## config.mk

```make
export PLATFORM = sky130hd
export DESIGN_NAME = ldl_round_mux
export DESIGN_NICKNAME = d
export VERILOG_FILES = /design/src/rtl/ldl_round_mux.sv
export SDC_FILE = /design/constraint.sdc
export NUM_CORES = 1
export LEC_CHECK = 0
export BUFFER_PORTS_ARGS = -buffer_cell sky130_fd_sc_hd__buf_2
export CAP_MARGIN = 20
export CORE_ASPECT_RATIO = 1.2
export CORE_MARGIN = 2
export CORE_UTILIZATION = 49
export CTS_CLUSTER_DIAMETER = 60
export DETAILED_ROUTE_END_ITERATION = 16
export PLACE_DENSITY = 0.9
export SYNTH_ARGS = -nofsm -noshare
export SYNTH_HDL_FRONTEND = slang
export SYNTH_SLANG_ARGS = --single-unit
```

## constraint.sdc

```tcl
create_clock -name i_clk -period 2.95 [get_ports i_clk]
set_input_delay 0.295 -clock i_clk [delete_from_list [all_inputs] [get_ports i_clk]]
set_output_delay 0.295 -clock i_clk [all_outputs]
set_load 0.1 [all_outputs]
```

## src/rtl/ldl_round_mux.sv

```systemverilog
// Two-entry skid FIFO between a round-robin arbiter and a single downstream port.
// Optional grant-consistency checker enabled by defining LDL_ROUND_MUX_GNT_CHK_EN.
module ldl_round_mux #(
    parameter int WIDTH  = 8,
    parameter int DATA_W = 8
) (
    input  logic                       i_clk,
    input  logic                       i_rst_n,
    input  logic                       i_arb_ack,
    input  logic [$clog2(WIDTH)-1:0]   i_arb_bin,
    input  logic [WIDTH-1:0]           i_arb_hot,
    input  logic [WIDTH*DATA_W-1:0]    i_req_data,
    output logic [WIDTH-1:0]           o_gnt_done,
    output logic                       o_out_valid,
    input  logic                       i_out_ready,
    output logic [DATA_W-1:0]          o_out_data,
    output logic [$clog2(WIDTH)-1:0]   o_out_src,
    output logic [15:0]                o_drop_cnt,
    output logic                       o_err
);

    localparam int IDX_W = $clog2(WIDTH);

    logic [1:0]        r_count;
    logic [DATA_W-1:0] r_data0;
    logic [DATA_W-1:0] r_data1;
    logic [IDX_W-1:0]  r_src0;
    logic [IDX_W-1:0]  r_src1;
    logic [WIDTH-1:0]  r_gnt;
    logic [15:0]       r_drop;

    logic              w_valid;
    logic              w_pop;
    logic              w_space;
    logic              w_push;
    logic              w_binOk;
    logic [DATA_W-1:0] w_pushData;

    // Range check and payload select share one loop so out-of-range indices never slice.
    always_comb begin
        w_binOk    = 1'b0;
        w_pushData = '0;
        for (int i = 0; i < WIDTH; i++) begin
            if (i_arb_bin == IDX_W'(i)) begin
                w_binOk    = 1'b1;
                w_pushData = i_req_data[i*DATA_W +: DATA_W];
            end
        end
    end

    assign w_valid = (r_count != 2'd0);
    assign w_pop   = w_valid && i_out_ready;
    assign w_space = (r_count < 2'd2) || w_pop;
    assign w_push  = i_arb_ack && w_space && w_binOk;

    always_ff @(posedge i_clk) begin
        if (!i_rst_n) begin
            r_count <= 2'd0;
            r_data0 <= '0;
            r_data1 <= '0;
            r_src0  <= '0;
            r_src1  <= '0;
        end else begin
            case ({w_push, w_pop})
                2'b10: begin
                    if (r_count == 2'd0) begin
                        r_data0 <= w_pushData;
                        r_src0  <= i_arb_bin;
                    end else begin
                        r_data1 <= w_pushData;
                        r_src1  <= i_arb_bin;
                    end
                    r_count <= r_count + 2'd1;
                end
                2'b01: begin
                    r_data0 <= r_data1;
                    r_src0  <= r_src1;
                    r_count <= r_count - 2'd1;
                end
                2'b11: begin
                    // With one entry the new one becomes head; with two it queues behind entry 1.
                    if (r_count == 2'd1) begin
                        r_data0 <= w_pushData;
                        r_src0  <= i_arb_bin;
                    end else begin
                        r_data0 <= r_data1;
                        r_src0  <= r_src1;
                        r_data1 <= w_pushData;
                        r_src1  <= i_arb_bin;
                    end
                end
                default: begin
                end
            endcase
        end
    end

    always_ff @(posedge i_clk) begin
        if (!i_rst_n) begin
            r_gnt  <= '0;
            r_drop <= 16'd0;
        end else begin
            r_gnt <= w_push ? (WIDTH'(1) << i_arb_bin) : '0;
            if (i_arb_ack && w_binOk && !w_space && (r_drop != 16'hFFFF)) begin
                r_drop <= r_drop + 16'd1;
            end
        end
    end

`ifdef LDL_ROUND_MUX_GNT_CHK_EN
    logic r_err;
    logic w_hotBad;

    assign w_hotBad = i_arb_ack && (!w_binOk || (i_arb_hot != (WIDTH'(1) << i_arb_bin)));

    always_ff @(posedge i_clk) begin
        if (!i_rst_n) begin
            r_err <= 1'b0;
        end else if (w_hotBad) begin
            r_err <= 1'b1;
        end
    end

    assign o_err = r_err;
`else
    logic w_unused_hot;
    assign w_unused_hot = ^i_arb_hot;
    assign o_err        = 1'b0;
`endif

    assign o_gnt_done  = r_gnt;
    assign o_out_valid = w_valid;
    assign o_out_data  = i_rst_n ? r_data0 : '0;
    assign o_out_src   = i_rst_n ? r_src0 : '0;
    assign o_drop_cnt  = r_drop;

endmodule

```

# Yosys cells after proc, flatten, opt, wreduce, memory -nomap -nowiden
# Cells that the tools add are included.
dict set report word_totals {
  out_inout_bits 37
  register_bits 48
  inputBits 79
  wordCells 75
}
dict set report classes {
  magnitude_cmp 1
  add_sub_neg 3
  eq_ne 15
  shifts 1
  muxes 31
  n_reduce_logical 17
}
# cell count
set op_table {}
lappend op_table {{$mux 8} 13}
lappend op_table {{$pmux 8 s3} 1}
lappend op_table {{$add 16x1->16 const B} 1}
lappend op_table {{$ne 16x16->1 const B} 1}
lappend op_table {{$pmux 8 s2} 1}
lappend op_table {{$mux 3} 5}
lappend op_table {{$eq 3x3->1 const B} 4}
lappend op_table {{$pmux 3 s3} 1}
lappend op_table {{$mux 1} 8}
lappend op_table {{$shl 1x3->8 const A} 1}
lappend op_table {{$eq 3x2->1 const B} 2}
lappend op_table {{$logic_and 1x1->1} 6}
lappend op_table {{$ne 2x2->1 const B} 3}
lappend op_table {{$pmux 3 s2} 1}
lappend op_table {{$reduce_bool 2->1} 3}
lappend op_table {{$eq 2x1->1 const B} 2}
lappend op_table {{$eq 2x2->1 const B} 2}
lappend op_table {{$pmux 2 s2} 1}
lappend op_table {{$reduce_and 2->1} 2}
lappend op_table {{$eq 3x1->1 const B} 1}
lappend op_table {{$logic_not 3->1} 1}
lappend op_table {{$reduce_and 3->1} 1}
lappend op_table {{$reduce_bool 3->1} 1}
lappend op_table {{$add 2x1->2 const B} 1}
lappend op_table {{5 further kinds} 5}

# Logic depth before layout (Yosys ltp)
# Gate-level depths: netlist of run 1.
dict set report logic_depth {
  word_depth 13
  depth_mapped 12
  ltp_nobuf 10
}

# Worst setup path after synthesis of run 1
# Ideal clock, no wire load.
dict set report synth_timing {
  kind {flip-flop to flip-flop}
  from {register r_count[0]}
  to {register r_data1[7]}
  path_stages_with_launch 11
  t_arrival_ps 2417
  period_less_slack_ps 2533
  path_buffers 2
  setup_ps 116
  required_ps 2834
  setup_slack_ps 417
  cell_sequence {dfxtp_1 inv_1 ha_1 nand2b_1 buf_2 a21boi_0 ha_1 nor2_1 or2_2 clkbuf_1 a31o_1}
}
dict set report synth_via {
  elab_chain_cells 8
  word_cells_on_any_way 15
  cone_classes {1 x order compare; 5 x eq/ne; 1 x mux; 8 x reduce/logical}
}
# item line_no
set synth_lines {}
lappend synth_lines {{start, declared} 24} ;# logic [1:0] r_count;
lappend synth_lines {{start signal, assigned} 73} ;# r_count <= r_count + 2'd1;
lappend synth_lines {{start signal, assigned} 78} ;# r_count <= r_count - 2'd1;
lappend synth_lines {{branches (longest 8 deep; another with $lt 2x2->1)} n/a}
lappend synth_lines {{end signal, assigned} 70} ;# r_data1 <= w_pushData;
lappend synth_lines {{end signal, assigned} 88} ;# r_data1 <= w_pushData;
lappend synth_lines {{end, declared} 26} ;# logic [DATA_W-1:0] r_data1;
# Several ways; the timed one is not identified.
# A chain may end at the register's enable or synchronous reset.

# Final worst setup path of run 1
dict set report layout_timing {
  from {register r_count[1]}
  to {register r_data1[7]}
}
# The elaborated chain is that of the path after synthesis.

==> impl_metrics.env, run 1 <==
export IMPL_placed_area_um2=3530
export IMPL_finalCoreUtilization_pct=61.5
export IMPL_drt_iter0_drc=127
export IMPL_rows=31
export IMPL_drcViolationCount=0
export IMPL_hold_ws_ns=0.306
export IMPL_fmax_ghz=0.378
export IMPL_leakage_nw=1.61
export IMPL_path_clk_slew_ns=0.10
export IMPL_via_per_inst=5.74
export IMPL_syn_area_um2=3000
export IMPL_finalHoldViolCount=0
export IMPL_fp_dieArea_um2=6770
export IMPL_yosys_warnings=0
export IMPL_core_area_um2=5970
export IMPL_hp_class="input port to flip-flop"
export IMPL_gp_congestion=0.862
export IMPL_grt_remaining_overflow=0
export IMPL_worstMarginPinSlew_ns=0.786
export IMPL_synth_edff_count=0
export IMPL_cellPowerDensity_nw_per_um2=626
export IMPL_clkLatencyLatePin_ns=0.31
export IMPL_cts_num_sinks=48
export IMPL_worstSetupPathType="flip-flop to flip-flop"
export IMPL_rsz0062_at_grt="no"
export IMPL_cap_violations=0
export IMPL_cts_buffers=5
export IMPL_ys_async_sr_fraction_pct=0
export IMPL_netlist_instances=342
export IMPL_maxSlewViolCount=0
export IMPL_grt_usage_pct=23.0
export IMPL_grt_max_degree=43
export IMPL_setup_violations=0
export IMPL_synthFlopType="dfxtp_1"
export IMPL_cp_top_family="simple AND/OR/NAND/NOR gates"
export IMPL_hpwl_um=5640
export IMPL_layout_nets=519
export IMPL_firstDrtPassIters=4
export IMPL_cts_tree="yes"
export IMPL_die_x_um=75.4
export IMPL_ys_seq_area_share_pct=32.0
export IMPL_floorplan_initialDensity_pct=50.3
export IMPL_worst_path_max_delay_cell="or2_2"
export IMPL_io_pins=116
export IMPL_grt_first_pass_wirelength_um=12600
export IMPL_period_needed_ns=2.65
export IMPL_drive_gt1_share_pct=34.5
export IMPL_ctsHoldBuffers=0
export IMPL_clockBufferDepth=2
export IMPL_wl_um=7570
export IMPL_io_buffers=106
export IMPL_status="complete, no violations"
export IMPL_cp_num_buf_inv=1
export IMPL_synth_seq_cells=48
export IMPL_syn_nets=427
export IMPL_ys_types=58
export IMPL_avgSynthCellArea_um2=8.78
export IMPL_cp_arrival_ns=2.91
export IMPL_crit_top_cell="ha_1"
export IMPL_postRouteAntennaNets=0
export IMPL_num_vias=2969
export IMPL_ir_drop_mv=0.269
export IMPL_relSlewSlack_pct=47.6
export IMPL_die_y_um=89.7
export IMPL_htreeDepth=2
export IMPL_finalSetupTns_ns=0
export IMPL_skew_ns=0.0125
export IMPL_timing_critical_path_to_type="flip-flop"
export IMPL_timing_final_crit_share_pct=89.8
export IMPL_antennaDiodeCount=0
export IMPL_fill_cells=519
export IMPL_wl_per_cell_um=14.6
export IMPL_worstPathMaxFanout=13
export IMPL_syn_to_final_growth_pct=22.3
export IMPL_cp_slowest_stage_delay_ns=0.44
export IMPL_required_ns=3.21
export IMPL_grt_pass1_vias=2871
export IMPL_cts_root_buf="clkbuf_8"
export IMPL_path_cells="inv_1 -> ha_1 -> nand2b_2 -> a21boi_2 -> ha_1 -> nor2_1 -> or2_2 -> a2111oi_2 -> a31o_1"
export IMPL_fin_area_um2=3670
export IMPL_cp_start_kind="flip-flop"
export IMPL_antenna_found_initial=0
[final cells by class]
type | instances | area [µm²] | share of cell area (%)
Clock buffer | 5 | 68.8 | 1.87
Clock inverter | 3 | 68.8 | 1.87
Inverter | 11 | 41.3 | 1.12
Multi-Input combinational cell | 258 | 1870 | 50.9
Sequential cell | 48 | 961 | 26.2
Tap cell | 82 | 103 | 2.79
Timing Repair Buffer | 110 | 561 | 15.3
[cell families (layout without fill, tap and decap cells)]
family / Yosys count / after routing / synth area share (%)
AOI/OAI and AO/OA: 84 / 84 / 20.6
other: 1 / 1 / 0.125
adders and majority gates: 6 / 6 / 2.50
xor gates and xnor gates: 2 / 2 / 0.584
DFF: 48 / 48 / 32.0
buffers and inverters: 36 / 129 / 5.92
and+or+nand+nor: 131 / 131 / 24.4
muxes: 34 / 34 / 13.9
[what timing repair did]
| action | in CTS | in global routing |
|---|---|---|
| gates resized for setup | 0 | 3 |
| endpoints found under the setup margin | 0 | 19 |
| setup buffers | 0 | 0 |
[final timing paths]
kind                           startpoint                 endpoint  slack [ns]  cells past startpoint
setup / recovery  r_count[1]$_SDFFE_PN0P_  r_data1[7]$_SDFFE_PN0P_        0.30                      9
hold / removal             i_req_data[62]  r_data0[6]$_SDFFE_PN0P_        0.31                      3
setup reg to reg  r_count[1]$_SDFFE_PN0P_  r_data1[7]$_SDFFE_PN0P_        0.30                      9
hold reg to reg   r_data1[2]$_SDFFE_PN0P_  r_data1[2]$_SDFFE_PN0P_        0.47                      2
[worst reg2reg max path, delay by kind of cell (launching register included)]
family                   cells  cell delay (ns)
AO/OA/AOI/OAI                3             0.77
buffers and inverters        1             0.10
adder cells (fa/ha/maj)      2             0.50
flip-flops                   1             0.39
AND/OR/NAND/NOR              3             0.86
[cells in the mapped netlist, types with 3 or more instances]
master	instances	share of area [%]
dfxtp_1	48	32
nand2_1	31	3.9
nand3_1	23	3.8
mux2i_1	18	6.0
a21oi_1	17	2.8
nor2_1	15	1.9
and2_1	13	2.7
a22oi_1	11	2.8
clkbuf_1	11	1.4
inv_1	11	1.4
mux2_2	11	4.1
nand2b_1	11	2.3
buf_2	9	1.5
o21ai_0	9	1.5
ha_1	6	2.5
mux4_2	5	3.8
nor4_1	5	1.0
o22ai_1	5	1.0
o2bb2ai_1	5	1.5
a211oi_1	4	1.0
nor3_1	4	0.67
o211ai_1	4	1.0
or2_1	4	0.83
or2_2	4	0.83
or4_1	4	1.0
a221o_1	3	1.0
a222oi_1	3	1.0
a2bb2oi_1	3	0.88
and4b_1	3	1.0
o21ai_1	3	0.50
o41ai_1	3	0.88
[power breakdown]
group,switching (mW),internal (mW)
logic,0.634,0.296
clock network,0.230,0.341
registers,0.0561,0.741
[per-stage QoR]
step	std cells	power [mW]	worst slack [ns]
global placement	509	1.69	0.292
global route	517	2.44	0.0774
CTS	517	2.30	0.0626
detailed placement	509	1.73	0.0996
finish	517	2.30	0.302
floorplan	342	1.53	0.417
[registers in the layout (all words and copies together) (netlist names)]
signal	flops
o_drop_cnt	16
o_gnt_done	8
r_count	2
r_data0	8
r_data1	8
r_src0	3
r_src1	3
[placed cells by master, fill, tap and decap left out, types with 5 or more instances in the layout]
cell type,count
buf_2,106
dfxtp_1,48
nand2_1,31
nand3_1,23
mux2i_1,18
a21oi_1,17
nor2_1,15
and2_1,13
inv_1,11
mux2_2,11
a22oi_1,11
nand2b_1,10
o21ai_0,9
ha_1,6
o22ai_1,5
mux4_2,5
o2bb2ai_1,5
nor4_1,5
clkbuf_8,5
[routing by layer]
metal,track usage [%],wire length [µm],vias to the layer above
met5,0,0,-
met4,8.48,163,0
met3,4.04,500,16
met2,38.8,3910,132
met1,28.3,3000,1371
li1,-,-,1450
No activity file was read; power rests on OpenSTA's default activity.
==> run 2, diff against run 1 <==
==> constraint.sdc (replaced) <==
create_clock -name i_clk -period 2.95 [get_ports i_clk]
set_input_delay 0.4425 -clock i_clk [delete_from_list [all_inputs] [get_ports i_clk]]
set_output_delay 0.4425 -clock i_clk [all_outputs]
set_load 0.1 [all_outputs]
==> run 2 against run 1 <==
Effect of this change: first-iteration DRC count shrank 28%; register-to-register slack lost 0.08 ns; sequential cell count is the same; utilization shrank 0.86 points; via count shrank 1.5%; sequential share of layout area grew 0.37 points; non-clock buffer count is the same; global-route usage grew 0.17 points; worst hold slack gained 0.16 ns; critical endpoint unchanged.
==> impl_metrics.env, run 2 (synthesized netlist as in run 1, its figures left out) <==
export IMPL_worstMarginPinSlew_ns=0.812
export IMPL_postLayoutSetupSlackWorst_ns=0.225
export IMPL_pre_cts_ws_ns=0.128
export IMPL_required_ns=3.20
export IMPL_via_per_inst=5.66
export IMPL_pwr_share_clk_pct=18.6
export IMPL_skew_ns=0.00555
export IMPL_cellPowerDensity_nw_per_um2=581
export IMPL_leakage_nw=1.58
export IMPL_wl_per_cell_um=14.5
export IMPL_cp_top_family="simple AND/OR/NAND/NOR gates"
export IMPL_worstSetupPathType="flip-flop to flip-flop"
export IMPL_cp_arrival_ns=2.98
export IMPL_timing_final_crit_share_pct=92.4
export IMPL_grt_pass1_vias=2858
export IMPL_finalHoldViolCount=0
export IMPL_path_cells="inv_1 -> ha_1 -> nand2b_1 -> a21boi_1 -> ha_1 -> nor2_1 -> or2_2 -> a2111oi_2 -> a31o_1"
export IMPL_relSlewSlack_pct=45.9
export IMPL_drive_gt1_share_pct=34.0
export IMPL_rows=31
export IMPL_fin_area_um2=3620
export IMPL_period_needed_ns=2.72
export IMPL_worst_path_max_delay_cell="or2_2"
export IMPL_cts_buffers=5
export IMPL_cts_num_sinks=48
export IMPL_cts_root_buf="clkbuf_8"
export IMPL_setup_violations=0
export IMPL_reg2reg_slack_ns=0.23
export IMPL_fmax_ghz=0.367
export IMPL_die_x_um=75.4
export IMPL_path_clk_slew_ns=0.09
export IMPL_placed_cells=509
export IMPL_antennaDiodeCount=0
export IMPL_maxSlewViolCount=0
export IMPL_antenna_found_initial=0
export IMPL_cts_tree="yes"
export IMPL_finalCoreUtilization_pct=60.6
export IMPL_p_int_mw=1.20
export IMPL_syn_to_final_growth_pct=20.6
export IMPL_wl_um=7520
export IMPL_cp_num_buf_inv=1
export IMPL_final_cell_mix="106 x buf_2, 48 x dfxtp_1, 31 x nand2_1, 23 x nand3_1, 18 x mux2i_1"
export IMPL_final_common_cell="buf_2"
export IMPL_num_vias=2925
export IMPL_worstPathMaxFanout=13
export IMPL_fin_cells=517
export IMPL_floorplan_initialDensity_pct=50.3
export IMPL_grt_max_degree=43
export IMPL_combPwrFrac_pct=43.6
export IMPL_rsz0062_at_grt="no"
export IMPL_swShare_pct=43.0
export IMPL_grt_first_pass_wirelength_um=12800
export IMPL_io_buffers=106
export IMPL_layout_nets=519
export IMPL_finalSetupTns_ns=0
export IMPL_cap_violations=0
export IMPL_placed_area_um2=3530
export IMPL_cp_start_kind="flip-flop"
export IMPL_timing_critical_path_to_type="flip-flop"
export IMPL_htreeDepth=2
export IMPL_drcViolationCount=0
export IMPL_ir_drop_mv=0.250
export IMPL_postRouteAntennaNets=0
export IMPL_gp_congestion=0.895
export IMPL_power_switching_mw=0.906
export IMPL_io_pins=116
export IMPL_core_area_um2=5970
export IMPL_largest_reg_flops=16
export IMPL_die_y_um=89.7
export IMPL_crit_top_cell="ha_1"
export IMPL_hpwl_um=5790
export IMPL_clkLatencyLatePin_ns=0.30
export IMPL_clockBufferDepth=2
export IMPL_drt_iter0_drc=91
export IMPL_cts_setup_buffers=0
export IMPL_grt_usage_pct=23.1
export IMPL_p_seq_share_pct=37.8
export IMPL_firstDrtPassIters=4
export IMPL_grt_remaining_overflow=0
export IMPL_fp_dieArea_um2=6770
export IMPL_cp_slowest_stage_delay_ns=0.44
export IMPL_hp_class="flip-flop to flip-flop"
export IMPL_status="complete, no violations"
[run 2: cell types whose count changed in the layout (fill, tap and decap cells not counted), sizes merged]
cell and delta:
clkinv +1, clkinvlp +1, clkbuf +1, inv -1, bufinv -2
[run 2: path summary, 6_finish.rpt]
check	endpoint	startpoint	cells after the start
worst max-delay path	r_data1[7]$_SDFFE_PN0P_	r_count[1]$_SDFFE_PN0P_	9
worst min-delay path	r_data1[0]$_SDFFE_PN0P_	r_data1[0]$_SDFFE_PN0P_	2
worst max register to register	r_data1[7]$_SDFFE_PN0P_	r_count[1]$_SDFFE_PN0P_	9
worst min register to register	r_data1[0]$_SDFFE_PN0P_	r_data1[0]$_SDFFE_PN0P_	2
[run 2: routing by layer]
metal	vias to the layer above	track usage [%]	share of wire (%)
met5	-	0	0
met2	111	40.9	52
met1	1349	27.5	41
met3	13	4.15	5.9
li1	1452	-	-
met4	0	6.87	1.6
[run 2: cell type report]
type | instances | area, µm²
inverters | 11 | 41.3
fillers | 539 | 2350
clock inverters | 2 | 16.3
flip-flops and latches | 48 | 961
multi-input cells | 258 | 1870
repair buffers | 110 | 561
clock buffers | 6 | 72.6
well taps | 82 | 103
[run 2: per-stage QoR]
stage               hold WS, ns  power (mW)
global route              0.476        2.24
CTS                       0.457        2.11
global placement          0.442        1.69
finish                    0.463        2.10
floorplan                 0.436        1.53
detailed placement        0.449        1.72
[run 2: what timing repair did]
action	CTS	global route
setup endpoints to repair	0	10
hold buffers	0	0
resized for setup	0	2
[run 2: power by group through the flow]
stage               combinational, mW  clock [mW]  sequential (mW)
finish                          0.919       0.391            0.795
floorplan                       0.696           0            0.833
global placement                0.888           0            0.802
detailed placement              0.916           0            0.809
CTS                             0.921       0.397            0.794
global route                     1.00       0.430            0.805
[run 2: worst reg2reg max path, delay by kind of cell, from the launching register on]
kind / cells / cell delay, ns
AO/OA/AOI/OAI: 3 / 0.84
adder cells (fa/ha/maj): 2 / 0.52
buffers and inverters: 1 / 0.09
flip-flops: 1 / 0.38
AND/OR/NAND/NOR: 3 / 0.87
